===== config.mk =====
export PLATFORM = sky130hd
export DESIGN_NAME = rr_mux_array
export DESIGN_NICKNAME = d
export VERILOG_FILES = /design/src/rtl/rr_mux_array.sv
export SDC_FILE = /design/constraint.sdc
export NUM_CORES = 1
export LEC_CHECK = 0
export ABC_AREA = 1
export CORE_UTILIZATION = 37
export CTS_BUF_LIST = sky130_fd_sc_hd__clkbuf_8
export DETAILED_ROUTE_END_ITERATION = 6
export GPL_ROUTABILITY_DRIVEN = 0
export PLACE_DENSITY_LB_ADDON = 0.12
export SLEW_MARGIN = 30
export SYNTH_ARGS = -nofsm -noshare
export SYNTH_HDL_FRONTEND = slang
export SYNTH_SLANG_ARGS = --single-unit

===== constraint.sdc =====
create_clock -name clk -period 2.58 [get_ports clk]
set_clock_uncertainty 0.1 [all_clocks]
set_input_delay 0.645 -clock clk [delete_from_list [all_inputs] [get_ports clk]]
set_output_delay 0.645 -clock clk [all_outputs]
set_load 0.02 [all_outputs]

===== src/rtl/rr_mux_array.sv =====
// Round-robin N:1 valid/ready mux with a registered output stage; optional packet lock via MUX_ARRAY_LOCK_EN.
// Latency: 1 cycle from input transfer to out_valid/out_data/out_sel.
// Backpressure: in_ready goes only to the granted channel, only when the output register is empty or draining.
module rr_mux_array #(
  parameter  int WIDTH    = 16,
  parameter  int CHANNELS = 4,
  localparam int SEL_W    = (CHANNELS > 1) ? $clog2(CHANNELS) : 1
) (
  input  logic                      clk,
  input  logic                      reset_n,
  input  logic [CHANNELS-1:0]       in_valid,
  input  logic [CHANNELS*WIDTH-1:0] in_data,
`ifdef MUX_ARRAY_LOCK_EN
  input  logic [CHANNELS-1:0]       in_last,
`endif
  output logic [CHANNELS-1:0]       in_ready,
  output logic                      out_valid,
  output logic [WIDTH-1:0]          out_data,
  output logic [SEL_W-1:0]          out_sel,
  input  logic                      out_ready
);

  // One extra bit so ptr + offset can be wrapped without overflow.
  localparam int IW = SEL_W + 1;
  localparam logic [SEL_W-1:0] LAST_CH = SEL_W'(CHANNELS - 1);

  logic [SEL_W-1:0] ptr;
  logic [SEL_W-1:0] gnt;
  logic             gnt_found;
  logic [SEL_W-1:0] rr_gnt;
  logic             rr_found;
  logic [IW-1:0]    idx;
  logic [SEL_W-1:0] next_ptr;
  logic             can_load;
  logic             xfer;
  logic [WIDTH-1:0] ch_data [CHANNELS];

`ifdef MUX_ARRAY_LOCK_EN
  logic             locked;
  logic [SEL_W-1:0] lock_ch;
`endif

  // Split the flat data bus into per-channel words.
  always_comb begin
    for (int c = 0; c < CHANNELS; c++) begin
      ch_data[c] = in_data[c*WIDTH +: WIDTH];
    end
  end

  // Round-robin search: first valid channel at or after ptr, wrapping at CHANNELS.
  always_comb begin
    rr_found = 1'b0;
    rr_gnt   = '0;
    idx      = '0;
    for (int k = 0; k < CHANNELS; k++) begin
      idx = {1'b0, ptr} + IW'(k);
      if (idx >= IW'(CHANNELS)) begin
        idx = idx - IW'(CHANNELS);
      end
      if (!rr_found && in_valid[idx[SEL_W-1:0]]) begin
        rr_found = 1'b1;
        rr_gnt   = idx[SEL_W-1:0];
      end
    end
  end

  // Final grant: a held lock overrides arbitration, even if the locked channel is idle.
  always_comb begin
    gnt       = rr_gnt;
    gnt_found = rr_found;
`ifdef MUX_ARRAY_LOCK_EN
    if (locked) begin
      gnt       = lock_ch;
      gnt_found = in_valid[lock_ch];
    end
`endif
  end

  assign can_load = !out_valid || out_ready;
  assign next_ptr = (gnt == LAST_CH) ? '0 : gnt + SEL_W'(1);

  // One-hot ready to the granted channel; forced low while reset is asserted.
  always_comb begin
    in_ready = '0;
    if (gnt_found && can_load && reset_n) begin
      in_ready[gnt] = 1'b1;
    end
  end

  assign xfer = |(in_valid & in_ready);

  // Output register, pointer and lock state; a drain without reload clears only out_valid.
  always_ff @(posedge clk) begin
    if (!reset_n) begin
      out_valid <= 1'b0;
      out_data  <= '0;
      out_sel   <= '0;
      ptr       <= '0;
`ifdef MUX_ARRAY_LOCK_EN
      locked    <= 1'b0;
      lock_ch   <= '0;
`endif
    end else if (xfer) begin
      out_valid <= 1'b1;
      out_data  <= ch_data[gnt];
      out_sel   <= gnt;
`ifdef MUX_ARRAY_LOCK_EN
      if (in_last[gnt]) begin
        locked <= 1'b0;
        ptr    <= next_ptr;
      end else begin
        locked  <= 1'b1;
        lock_ch <= gnt;
      end
`else
      ptr       <= next_ptr;
`endif
    end else if (out_ready) begin
      out_valid <= 1'b0;
    end
  end

endmodule


==> metrics.md <==
| Metric | Value |
|---|---|
| Status | finished with violations |
| Failing checks | setup timing |
| Buf/Inv on CP | 5 |
| Post-Route WL | between 6000 and 7000 um |
| Final #Nets | approximately 520 |
| Clk Latency, worst-skew pair | between 0.2 and 0.3 ns |
| Antenna Cells | 0 |
| Worst path required time | between 1.5 and 2 ns |
| Met3 Wirelength | roughly 430 um |
| Worst Path Max Fanout | 4 |
| Post-Syn Instances | 320 |
| Placed Area | 0.00306 mm^2 |
| CTS tree | yes |
| Max Fclk | approximately 370 MHz |
| Initial antenna violation count | 0 |
| FF+latch count, synth | 21 |
| Design area | about 0.0035 mm^2 |
| Ports | 94 |
| Yosys Warn Count | 0 |
| Initial Util | approximately 39% |
| Via count | approximately 2400 |
| Post-route setup slack | -0.105 ns |
| Die Width | slightly above 70 um |
| Clock period minus worst slack | 2.69 ns |
| Delay of the slowest critical-path stage | 0.18 ns |
| Startpoint Class | input pin |
| R2R setup slack | 0.08 ns |
| Fin. Hold Viols | 0 |
| Critical Path AT | just under 2 ns |
| Gr usage total | 21.8% |
| Synth unique cells | 23 |
| Synth top area share | 28.7% |
| First-pass DRT Iterations | 4 |
| Worst setup EP type | output port |
| Clk buf depth | 2 |
| Pwr dens | 1240 mW/mm^2 |
| Sequential Area | roughly 430 um^2 |
| Clk sink count | 21 |
| Die ar. | about 0.0052 mm^2 |
| Vias in the first global route | between 2000 and 2500 |
| Top layer in use | met4 |
| Residual DRC count | 0 |
| # fillers | between 300 and 400 |
| Worst-case reg-to-reg path depth | 16 |
| Worst-path clk slew | approximately 0.07 ns |
| Footprint of the multi-input gates | between 0.001 and 0.0015 mm^2 |
| Global route overflow | 0 |
| Core area | 0.00472 mm^2 |
| First-pass GRT wire length | around 9200 um |
| RSZ-0062 raised after global routing | true |
| Critical path depth | 13 |
| Antenna Nets Post-Route | 0 |
| Synthesized Nets | slightly below 400 |
| Dominant cells by area after synthesis | nand2_1 29%, dfxtp_1 23%, nor2_1 8.9%, o211ai_1 6.2%, inv_1 6.0% |
| Syn Area/Cell | roughly 5.7 um^2 |
| Fin. max-slew vios | 0 |
| CP cell instances | buf_6, nand2_1, nand2_4, nand2_4, inv_1, a21boi_2, nand2_2, nor2_4, inv_4, ha_4, inv_4, nor2_4, buf_6 |
| WL met1 | around 2700 um |
| Final setup vio count | 4 |
| Worst Hold Depth | 2 |
| Slew headroom | around 83% |
| H-tree levels | 1 |
| Die height | between 70 and 80 um |
| Total CTS buffers | 3 |
| Hold/Removal Path Class | reg2reg |
| Mapped Area | 0.00182 mm^2 |
| Max-cap violations | 0 |
| Critical path's slowest cell | a21boi_2 |
| Sequential element share of the synthesized area | 23.1% |
| Avg Vias per Cell | between 4 and 5 |
| Crit Path Category | in2out |
| CTS Root Cell | clkbuf_8 |
| # rows | 25 |
| Worst Tran Pin Value | around 0.26 ns |
| # port buffers | 93 |
| Area growth syn-to-layout | 93.0% |
| Worst path top cell family by delay | simple AND/OR/NAND/NOR gates |
| DR iter-0 viols | approximately 120 |
| Max VDD drop | 0.000802 V |
| Min Hold Slack | around 0.39 ns |
| Post-CTS Hold Buffers | 0 |
| Routed met2 length | 3270 um |
| Routed WL per cell | around 13 um |
| Detailed Place HPWL | 4240 um |
| Leak | 0.00173 uW |
| Share of cells above drive strength 1 | 28.9% |
| Final Cycle Share | 104% |
| Largest net degree at the start of global routing | 26 |
| Post-synth top area cell | nand2_1 |
metal layers:
layer	vias to the layer above	track usage (%)
met5	-	0
met4	0	5.45
met3	8	4.58
met2	91	40.6
met1	1062	25.1
li1	1252	-
where the power goes:
part / total, uW / internal, uW / switching, uW / leakage, uW
clock network: 207 / 106 / 101 / 0.0000269
registers: 527 / 453 / 74.2 / 0.000175
logic: 3620 / 1590 / 2030 / 0.00153
total: 4350 / 2140 / 2210 / 0.00173
final timing paths:
check	start	endpoint
setup / recovery	in_valid[3]	in_ready[3]
hold / removal	out_sel[1]	out_sel[1]
setup reg to reg	ptr[0]	out_data[13]
hold reg to reg	out_sel[1]	out_sel[1]
per-stage QoR:
stage | utilization (%) | instances | power [uW] | TNS (ns) | worst slack, ns
6_report | 74.3 | 517 | 4350 | -0.303 | -0.105
5_1_grt | 74.3 | 517 | 4690 | -0.988 | -0.169
4_1_cts | 69.0 | 510 | 3980 | -0.193 | -0.0596
3_5_place_dp | 64.8 | 501 | 3530 | -14.06 | -0.978
3_3_place_gp | 64.8 | 501 | 3490 | -13.75 | -0.944
2_1_floorplan | - | 320 | 2580 | -0.0346 | -0.0179
tightest hold or removal path, stage by stage (launching register included):
cell	delay, ns
dfxtp_1	0.33
nor2_1	0.05
nor2_1	0.08
repair_timing:
item                                    4_1_cts  5_1_grt
pin swaps                                    21       24
gates resized for setup                      77       54
hold endpoints to repair                      0        0
endpoints found under the setup margin       25       20
buffers inserted                              5        7
flip-flops by register name, summed over array words and instances (netlist names):
register,count
ptr,2
out_data,16
out_sel,2
out_valid,1
cell type report:
type	count	area share, %
Multi-Input combinational cell	248	41.3
Inverter	37	4.70
Timing Repair Buffer	140	38.1
Sequential cell	21	12.2
Clock inverter	1	0.107
Tap cell	67	2.39
Clock buffer	3	1.18
synth_stat cells (all sizes together):
master,instances
o211ai,15
dfxtp,21
clkbuf,2
a21boi,1
nor2,46
nand4,7
ha,2
inv,37
nand3,13
nand2,146
o21ai,16
buf,12
a21oi,2
cell usage in the layout, fill, tap and decap left out:
cell type	Yosys	routed
nor2_4	1	6
o21ai_0	11	2
o21ai_4	0	1
clkbuf_8	0	3
dfxtp_1	21	19
o21ai_1	5	13
buf_6	3	13
inv_2	8	7
a21oi_1	2	2
nand3_4	3	7
nand2_2	7	13
nor2_1	43	39
inv_1	29	22
dfxtp_4	0	2
nand3_1	7	3
nand2_4	0	20
inv_4	0	6
nand3_2	3	3
buf_12	0	2
clkdlybuf4s50_1	0	85
nand4_1	7	7
ha_4	0	2
clkinv_2	0	1
o211ai_1	15	15
nor2_8	1	1
nand2_1	139	113
inv_6	0	2
a21boi_2	0	1
buf_4	5	40
kinds of logic (layout without fill, tap and decap cells):
family | after synthesis | in the layout | synth area share [%]
flops | 21 | 21 | 23.1
compound gates | 34 | 34 | 11.6
simple gates | 212 | 212 | 50.9
buf+inv | 51 | 181 | 13.1
fa+ha+maj | 2 | 2 | 1.38
No activity file was read; power rests on OpenSTA's default activity.
